<file path="config.mk">
export PLATFORM = sky130hd
export DESIGN_NAME = opram_sp
export DESIGN_NICKNAME = d
export VERILOG_FILES = /design/src/rtl/opram_sp.sv
export SDC_FILE = /design/constraint.sdc
export NUM_CORES = 2
export LEC_CHECK = 0
export ABC_CLOCK_PERIOD_IN_PS = 14500
export CAP_MARGIN = 20
export CELL_PAD_IN_SITES_DETAIL_PLACEMENT = 0
export CELL_PAD_IN_SITES_GLOBAL_PLACEMENT = 1
export CORE_MARGIN = 2
export CORE_UTILIZATION = 40
export CTS_CLUSTER_SIZE = 14
export DETAILED_ROUTE_END_ITERATION = 7
export GPL_TIMING_DRIVEN = 0
export PLACE_DENSITY = 0.58
export SETUP_SLACK_MARGIN = 0.5
export SYNTH_ARGS = -nofsm -noshare
export SYNTH_HDL_FRONTEND = slang
export SYNTH_SLANG_ARGS = --single-unit
</file>
<file path="constraint.sdc">
create_clock -name clk -period 14.5 [get_ports clk]
set_clock_uncertainty 0.15 [all_clocks]
set_input_delay 2.9 -clock clk [delete_from_list [all_inputs] [get_ports clk]]
set_output_delay 2.9 -clock clk [all_outputs]
set_load 0.02 [all_outputs]
</file>
<file path="src/rtl/opram_sp.sv">
// Parametrised single-port synchronous RAM with selectable write mode, optional
// oce-gated output register and a post-reset clear sequencer.
module opram_sp #(
  parameter int unsigned       DATA_W         = 8,
  parameter int unsigned       ADDR_W         = 8,
  parameter int unsigned       OUT_REG        = 1,
  parameter int unsigned       WRITE_MODE     = 0,
  parameter int unsigned       CLEAR_ON_RESET = 1,
  parameter logic [DATA_W-1:0] CLEAR_VALUE    = '0
) (
  input  logic              clk,
  input  logic              reset,
  input  logic              ce,
  input  logic              oce,
  input  logic              wre,
  input  logic [ADDR_W-1:0] ad,
  input  logic [DATA_W-1:0] din,
  output logic [DATA_W-1:0] dout,
  output logic              rd_valid,
  output logic              busy
);

  localparam int unsigned DEPTH = 1 << ADDR_W;

  typedef enum logic {CLEAR, RUN} state_t;
  typedef enum logic [1:0] {S1_HOLD, S1_MEM, S1_DIN} s1_sel_t;

  logic [DATA_W-1:0] mem [DEPTH];

  state_t            state_q, state_d;
  logic [ADDR_W-1:0] clr_q, clr_d;
  logic              mem_we;
  logic [ADDR_W-1:0] mem_wa;
  logic [DATA_W-1:0] mem_wd;
  s1_sel_t           s1_sel;
  logic              s1_valid_d;
  logic [DATA_W-1:0] stage1;
  logic              s1_valid;

  // State, clear counter and busy flag
  always_ff @(posedge clk) begin
    if (reset) begin
      state_q <= (CLEAR_ON_RESET != 0) ? CLEAR : RUN;
      clr_q   <= '0;
      busy    <= (CLEAR_ON_RESET != 0);
    end else begin
      state_q <= state_d;
      clr_q   <= clr_d;
      busy    <= (state_d == CLEAR);
    end
  end

  // Next state, array write port and stage1 load selection
  always_comb begin
    state_d    = state_q;
    clr_d      = clr_q;
    mem_we     = 1'b0;
    mem_wa     = ad;
    mem_wd     = din;
    s1_sel     = S1_HOLD;
    s1_valid_d = 1'b0;
    case (state_q)
      CLEAR: begin
        mem_we = 1'b1;
        mem_wa = clr_q;
        mem_wd = CLEAR_VALUE;
        clr_d  = ADDR_W'(clr_q + 1'b1);
        if (clr_q == {ADDR_W{1'b1}}) state_d = RUN;
      end
      RUN: begin
        if (ce) begin
          mem_we = wre;
          if (!wre) begin
            s1_sel     = S1_MEM;
            s1_valid_d = 1'b1;
          end else if (WRITE_MODE == 1) begin
            s1_sel     = S1_DIN;
            s1_valid_d = 1'b1;
          end else if (WRITE_MODE == 2) begin
            s1_sel     = S1_MEM;
            s1_valid_d = 1'b1;
          end
        end
      end
      default: state_d = RUN;
    endcase
  end

  // Array: reset never writes, so a reset cycle drops any access
  always_ff @(posedge clk) begin
    if (!reset && mem_we) mem[mem_wa] <= mem_wd;
  end

  // First output stage; a read of the written address returns the old word
  always_ff @(posedge clk) begin
    if (reset) begin
      stage1   <= '0;
      s1_valid <= 1'b0;
    end else begin
      s1_valid <= s1_valid_d;
      case (s1_sel)
        S1_MEM:  stage1 <= mem[ad];
        S1_DIN:  stage1 <= din;
        default: stage1 <= stage1;
      endcase
    end
  end

  generate
    if (OUT_REG != 0) begin : g_out_reg
      always_ff @(posedge clk) begin
        if (reset) begin
          dout     <= '0;
          rd_valid <= 1'b0;
        end else if (oce) begin
          dout     <= stage1;
          rd_valid <= s1_valid;
        end else begin
          rd_valid <= 1'b0;
        end
      end
    end else begin : g_no_out_reg
      logic unused_oce;
      assign unused_oce = oce;
      assign dout       = stage1;
      assign rd_valid   = s1_valid;
    end
  endgenerate

endmodule

</file>
[Word-level counts from Yosys, hierarchy flattened]
Memories as Yosys holds them, arrays and structs flattened.
Index checks and enable logic that the tools add are counted.
Word-level totals
  bits in registers: 28
  bits in writable memories: 2048
  bits of input ports: 21
  output and inout bits: 10
  memories kept: 1
Operators by class
  add/subtract/negate cells: 1
  equal/unequal tests: 3
  multiplexer cells: 13
  bitwise logic cells: 4
  reduce and logical (&&, ||, !) cells: 5
Memory list
  mem: words 256, width 8, rd ports 1, clocked after memory_dff 0, wr ports 1, line 28  | logic [DATA_W-1:0] mem [DEPTH];
Operators by type and width (number)
  $mux W8: 2
  $pmux W8 S2: 1
  $mux W1: 9
  $add A8 B1 Y8 const B: 1
  $eq A8 B8 Y1 const B: 1
  $not A1 Y1: 4
  $reduce_or A3 Y1: 1
  $eq A2 B1 Y1 const B: 1
  $eq A2 B2 Y1 const B: 1
  $pmux W1 S2: 1
  $reduce_bool A2 Y1: 1
  $reduce_or A2 Y1: 1
  $logic_and A1 B1 Y1: 1
  $logic_not A1 Y1: 1

[Depth between registers and ports, before layout]
  word-level depth: 5
  depth in mapped cells: 13
  depth with buffers taken out: 7

[Worst setup path before layout]
No wires, ideal clock.
  path type: in2reg
  start: input port din[0]
  end: memory mem[0][0], data pin
  data arrival time: 6.127 ns
  data required time: 13.483 ns
  setup slack: 7.356 ns
  stages: 1
  path through: and2_1
On the way
  word-level cells in the longest chain between the ends: 1
Ends and longest elaborated chain
  start, declared: line 17  | input logic [DATA_W-1:0] din,
  $mux W8: line 62  | case (state_q)
  end, declared: line 28
No other way between the ends.

[Worst setup path in the final report]
  start: input port ad[1]
  end: memory mem[255][7], enable pin
On the way
  word-level cells in the longest chain between the ends: 1
Ends and longest elaborated chain
  start, declared: line 16  | input logic [ADDR_W-1:0] ad,
  $mux W8: line 62
No other way between the ends.

==> metrics.md <==
| Metric | Value |
|---|---|
| GRT Overall Usage | `between 30 and 40%` |
| Worst setup SP type | `input pin` |
| Post-CTS Setup Inserts | `0` |
| CP Capture Point | `mem[255][7]$_DFFE_PP_` |
| I/O pin total | `31` |
| Die Width | `around 450 µm` |
| Layout cells sized above 1 | `between 20% and 30%` |
| Final worst setup slack | `about 6.3 ns` |
| CTS Hold Bufs | `0` |
| Routed wire per std cell | `roughly 45 µm` |
| Number of synthesized flops with an enable pin | `2048` |
| Cell taking the most area after synthesis | `edfxtp_1` |
| Initial antenna violation count | `34` |
| DRC violations left | `2` |
| Core area | `~200000 µm²` |
| Share of the synthesized area in the top cell type | `between 70% and 80%` |
| Via density | `approximately 6.4` |
| Period utilisation layout | `56.84%` |
| Sequential area share after synthesis | `between 70% and 80%` |
| Clock share of power | `~44%` |
| CP endpoint kind | `register` |
| Internal power | `9.872 mW` |
| Ys flop type | `edfxtp_1` |
| Pre-CTS worst setup slack | `roughly 5.5 ns` |
| Slew Viols, Final | `0` |
| Setup slack, reg-to-reg | `between 9 and 10 ns` |
| Status | `complete, but fails checks` |
| Die area | `between 200000 and 250000 µm²` |
| Setup crit start | `ad[1]` |
| Syn_nets | `between 4000 and 5000` |
| Global-route wire length before repair | `around 420000 µm` |
| Clk_lat worst skew | `around 0.9 ns` |
| Rows | `165` |
| CTS Buf Count | `between 200 and 250` |
| NetSw | `about 3 mW` |
| Crit Path Max Fanout | `10` |
| Max-cap violations | `0` |
| H-tree lvl count | `4` |
| Reg2reg start | `state_q$_SDFF_PP0_` |
| Fill cells | `~17000` |
| Critical Path RT | `between 10 and 15 ns` |
| Final core occ | `around 46%` |
| Most area-consuming cells after synthesis | `edfxtp_1 76%, mux4_2 11%, mux2i_1 3.0%` |
| Final hold vios | `0` |
| Initial core utilization | `about two fifths` |
| Clock Sinks | `roughly 2100` |
| Vias in the first global route | `about 43000` |
| CTS tree | `built` |
| Unique masters post-synth | `70` |
| Worst-path clk slew | `about 0.07 ns` |
| Final ANT Viol Nets | `0` |
| Largest net degree at the start of global routing | `between 80 and 90` |
| Worst EP arrival | `around 8.6 ns` |
| Die Y | `~450 µm` |
| Clock root buffer master | `clkbuf_16` |
| Final setup violating endpoints | `0` |
| Failing checks | `DRC` |
| Post-CTS Resized | `0` |
| Drt initial violations | `roughly 8300` |
| Sequential power share | `about 51%` |
| Hold Crit Class | `reg -> reg` |
| Final #Nets | `4356` |
| GRT overflow | `0` |
| Cells on worst reg2reg path | `8` |
| Setup CP Type | `in -> reg` |
| Post-synth ARST share | `0%` |
| Syn Area/Cell | `20.10 µm²` |
| Sw frac | `a little under a quarter` |
| P_leak | `30.69 nW` |
| Worst VDD drop | `approximately 0.13 mV` |
| DP Wirelength | `between 200000 and 250000 µm` |
| Comb power frac | `under 10%` |
| R2R Path End | `mem[238][3]$_DFFE_PP_` |
| Routability cong. | `about 1` |
| Via count | `approximately 46000` |
| IO buf count | `23` |
| Cell Area, Synth | `about 81000 µm²` |
| Final TNS setup | `0 ns` |
| RSZ-0062 raised after global routing | `false` |
| Fmax | `around 0.12 GHz` |
| DR pass1 iterations | `8` |
| Pwr/cell area | `around 140 nW/µm²` |
| Total power | `about 13 mW` |
| Max-slew headroom | `10.78%` |
| Longest Clk Path Bufs | `3` |
| Area grow syn2layout | `14.53%` |
| Synth Warn # | `0` |
| Clock period minus worst slack | `around 8 ns` |
| Yosys reg bits | `just over 2000` |
| Synth Instances | `~4000` |
| Hold slack final | `roughly 0.35 ns` |
| Total wire length | `around 320000 µm` |
| Worst-margin pin slew | `about 1.3 ns` |
-- logic make-up after synthesis --
group           share of synthesized area, %
compound gates                         3.549
xor+xnor                             0.05406
fa+ha+maj                            0.01544
buf+inv                                2.003
flops                                  76.59
mux                                    14.45
simple gates                           3.335
-- critical path: stages --
cell     delay (ns)
buf_4          0.27
buf_4          0.37
buf_2          0.69
buf_2          0.76
buf_2          0.68
nand3_1        0.14
o21ai_1        0.42
nand3_1        0.71
buf_2          0.64
nor2_1         0.89
-- cell usage after synthesis (9+ instances only) --
cell type,count
edfxtp_1,2048
mux4_2,402
nor2_1,325
mux2i_1,244
nand2_1,146
o22ai_1,85
clkbuf_1,77
buf_2,71
a22oi_1,61
nand3_1,59
a21oi_1,55
o221ai_1,48
buf_6,46
o21ai_0,32
a211oi_1,29
buf_4,29
dfxtp_1,28
nor3_1,21
and2_1,17
a31oi_1,16
nor4_1,16
a2111oi_0,15
buf_1,10
a22o_1,9
buf_8,9
inv_1,9
nand2b_1,9
-- routing by layer --
metal  global-route usage (%)  part of all wire, %  routed length [µm]  vias to the layer above
li1                         -                    -                   -                    17320
met1                    43.56                   40              127100                    25210
met2                    46.70                   45              145100                     3139
met3                    7.762                   11               35920                      504
met4                    11.73                  4.0               12880                        6
met5                        0                0.011                  35                        -
-- area by class of cell --
type / count / area (µm²) / area share, %
inverter: 9 / 33.78 / 0.03640
buffer: 245 / 1612 / 1.737
clock inverter: 141 / 1500 / 1.617
antenna: 6 / 15.01 / 0.01618
tap: 2672 / 3343 / 3.603
clock buffer: 256 / 5542 / 5.971
sequential: 2076 / 62060 / 66.87
timing repair buffer: 88 / 1319 / 1.421
multi-input combinational: 1702 / 17380 / 18.72
-- state kept, by name (all words and copies together), names as in the netlist --
register,flops
rd_valid,1
clr_q,8
stage1,8
state_q,1
busy,1
mem,2048
dout,8
s1_valid,1
-- stage by stage --
step | cell area (µm²) | cells
after floorplan | 81030 | 4032
after global routing | 92790 | 7190
after CTS | 92740 | 7183
final | 92800 | 7195
after global placement | 84600 | 6727
after detailed placement | 85690 | 6786
-- layout by cell type (no fill, tap or decap), types with 48 or more instances in the layout --
| cell type | count |
|---|---|
| buf_6 | 57 |
| clkbuf_1 | 99 |
| mux4_2 | 402 |
| edfxtp_1 | 2048 |
| nand2_1 | 146 |
| nand3_1 | 59 |
| mux2i_1 | 244 |
| o221ai_1 | 48 |
| nor2_1 | 325 |
| o22ai_1 | 85 |
| a21oi_1 | 55 |
| clkinv_1 | 51 |
| clkbuf_16 | 213 |
| a22oi_1 | 61 |
| buf_2 | 79 |
-- worst min-delay path by stage --
| stage | start | slack, ns | cells after the start | to |
|---|---|---|---|---|
| after global placement | stage1[4]$_SDFFE_PP0P_ | 0.32 | 2 | stage1[4]$_SDFFE_PP0P_ |
| after CTS | stage1[4]$_SDFFE_PP0P_ | 0.35 | 2 | stage1[4]$_SDFFE_PP0P_ |
| after detailed placement | stage1[4]$_SDFFE_PP0P_ | 0.33 | 2 | stage1[4]$_SDFFE_PP0P_ |
| after global routing | stage1[4]$_SDFFE_PP0P_ | 0.37 | 2 | stage1[4]$_SDFFE_PP0P_ |
| after floorplan | stage1[7]$_SDFFE_PP0P_ | 0.28 | 2 | stage1[7]$_SDFFE_PP0P_ |
| final | stage1[4]$_SDFFE_PP0P_ | 0.35 | 2 | stage1[4]$_SDFFE_PP0P_ |
-- power by group through the flow --
stage	sequential, mW	clock, mW	combinational (mW)
2_1_floorplan	6.62	0	0.301
3_3_place_gp	6.62	0	0.644
3_5_place_dp	6.62	0	0.651
4_1_cts	6.50	5.63	0.652
5_1_grt	6.49	5.85	0.661
6_report	6.50	5.62	0.672
No activity file was read; power rests on OpenSTA's default activity.
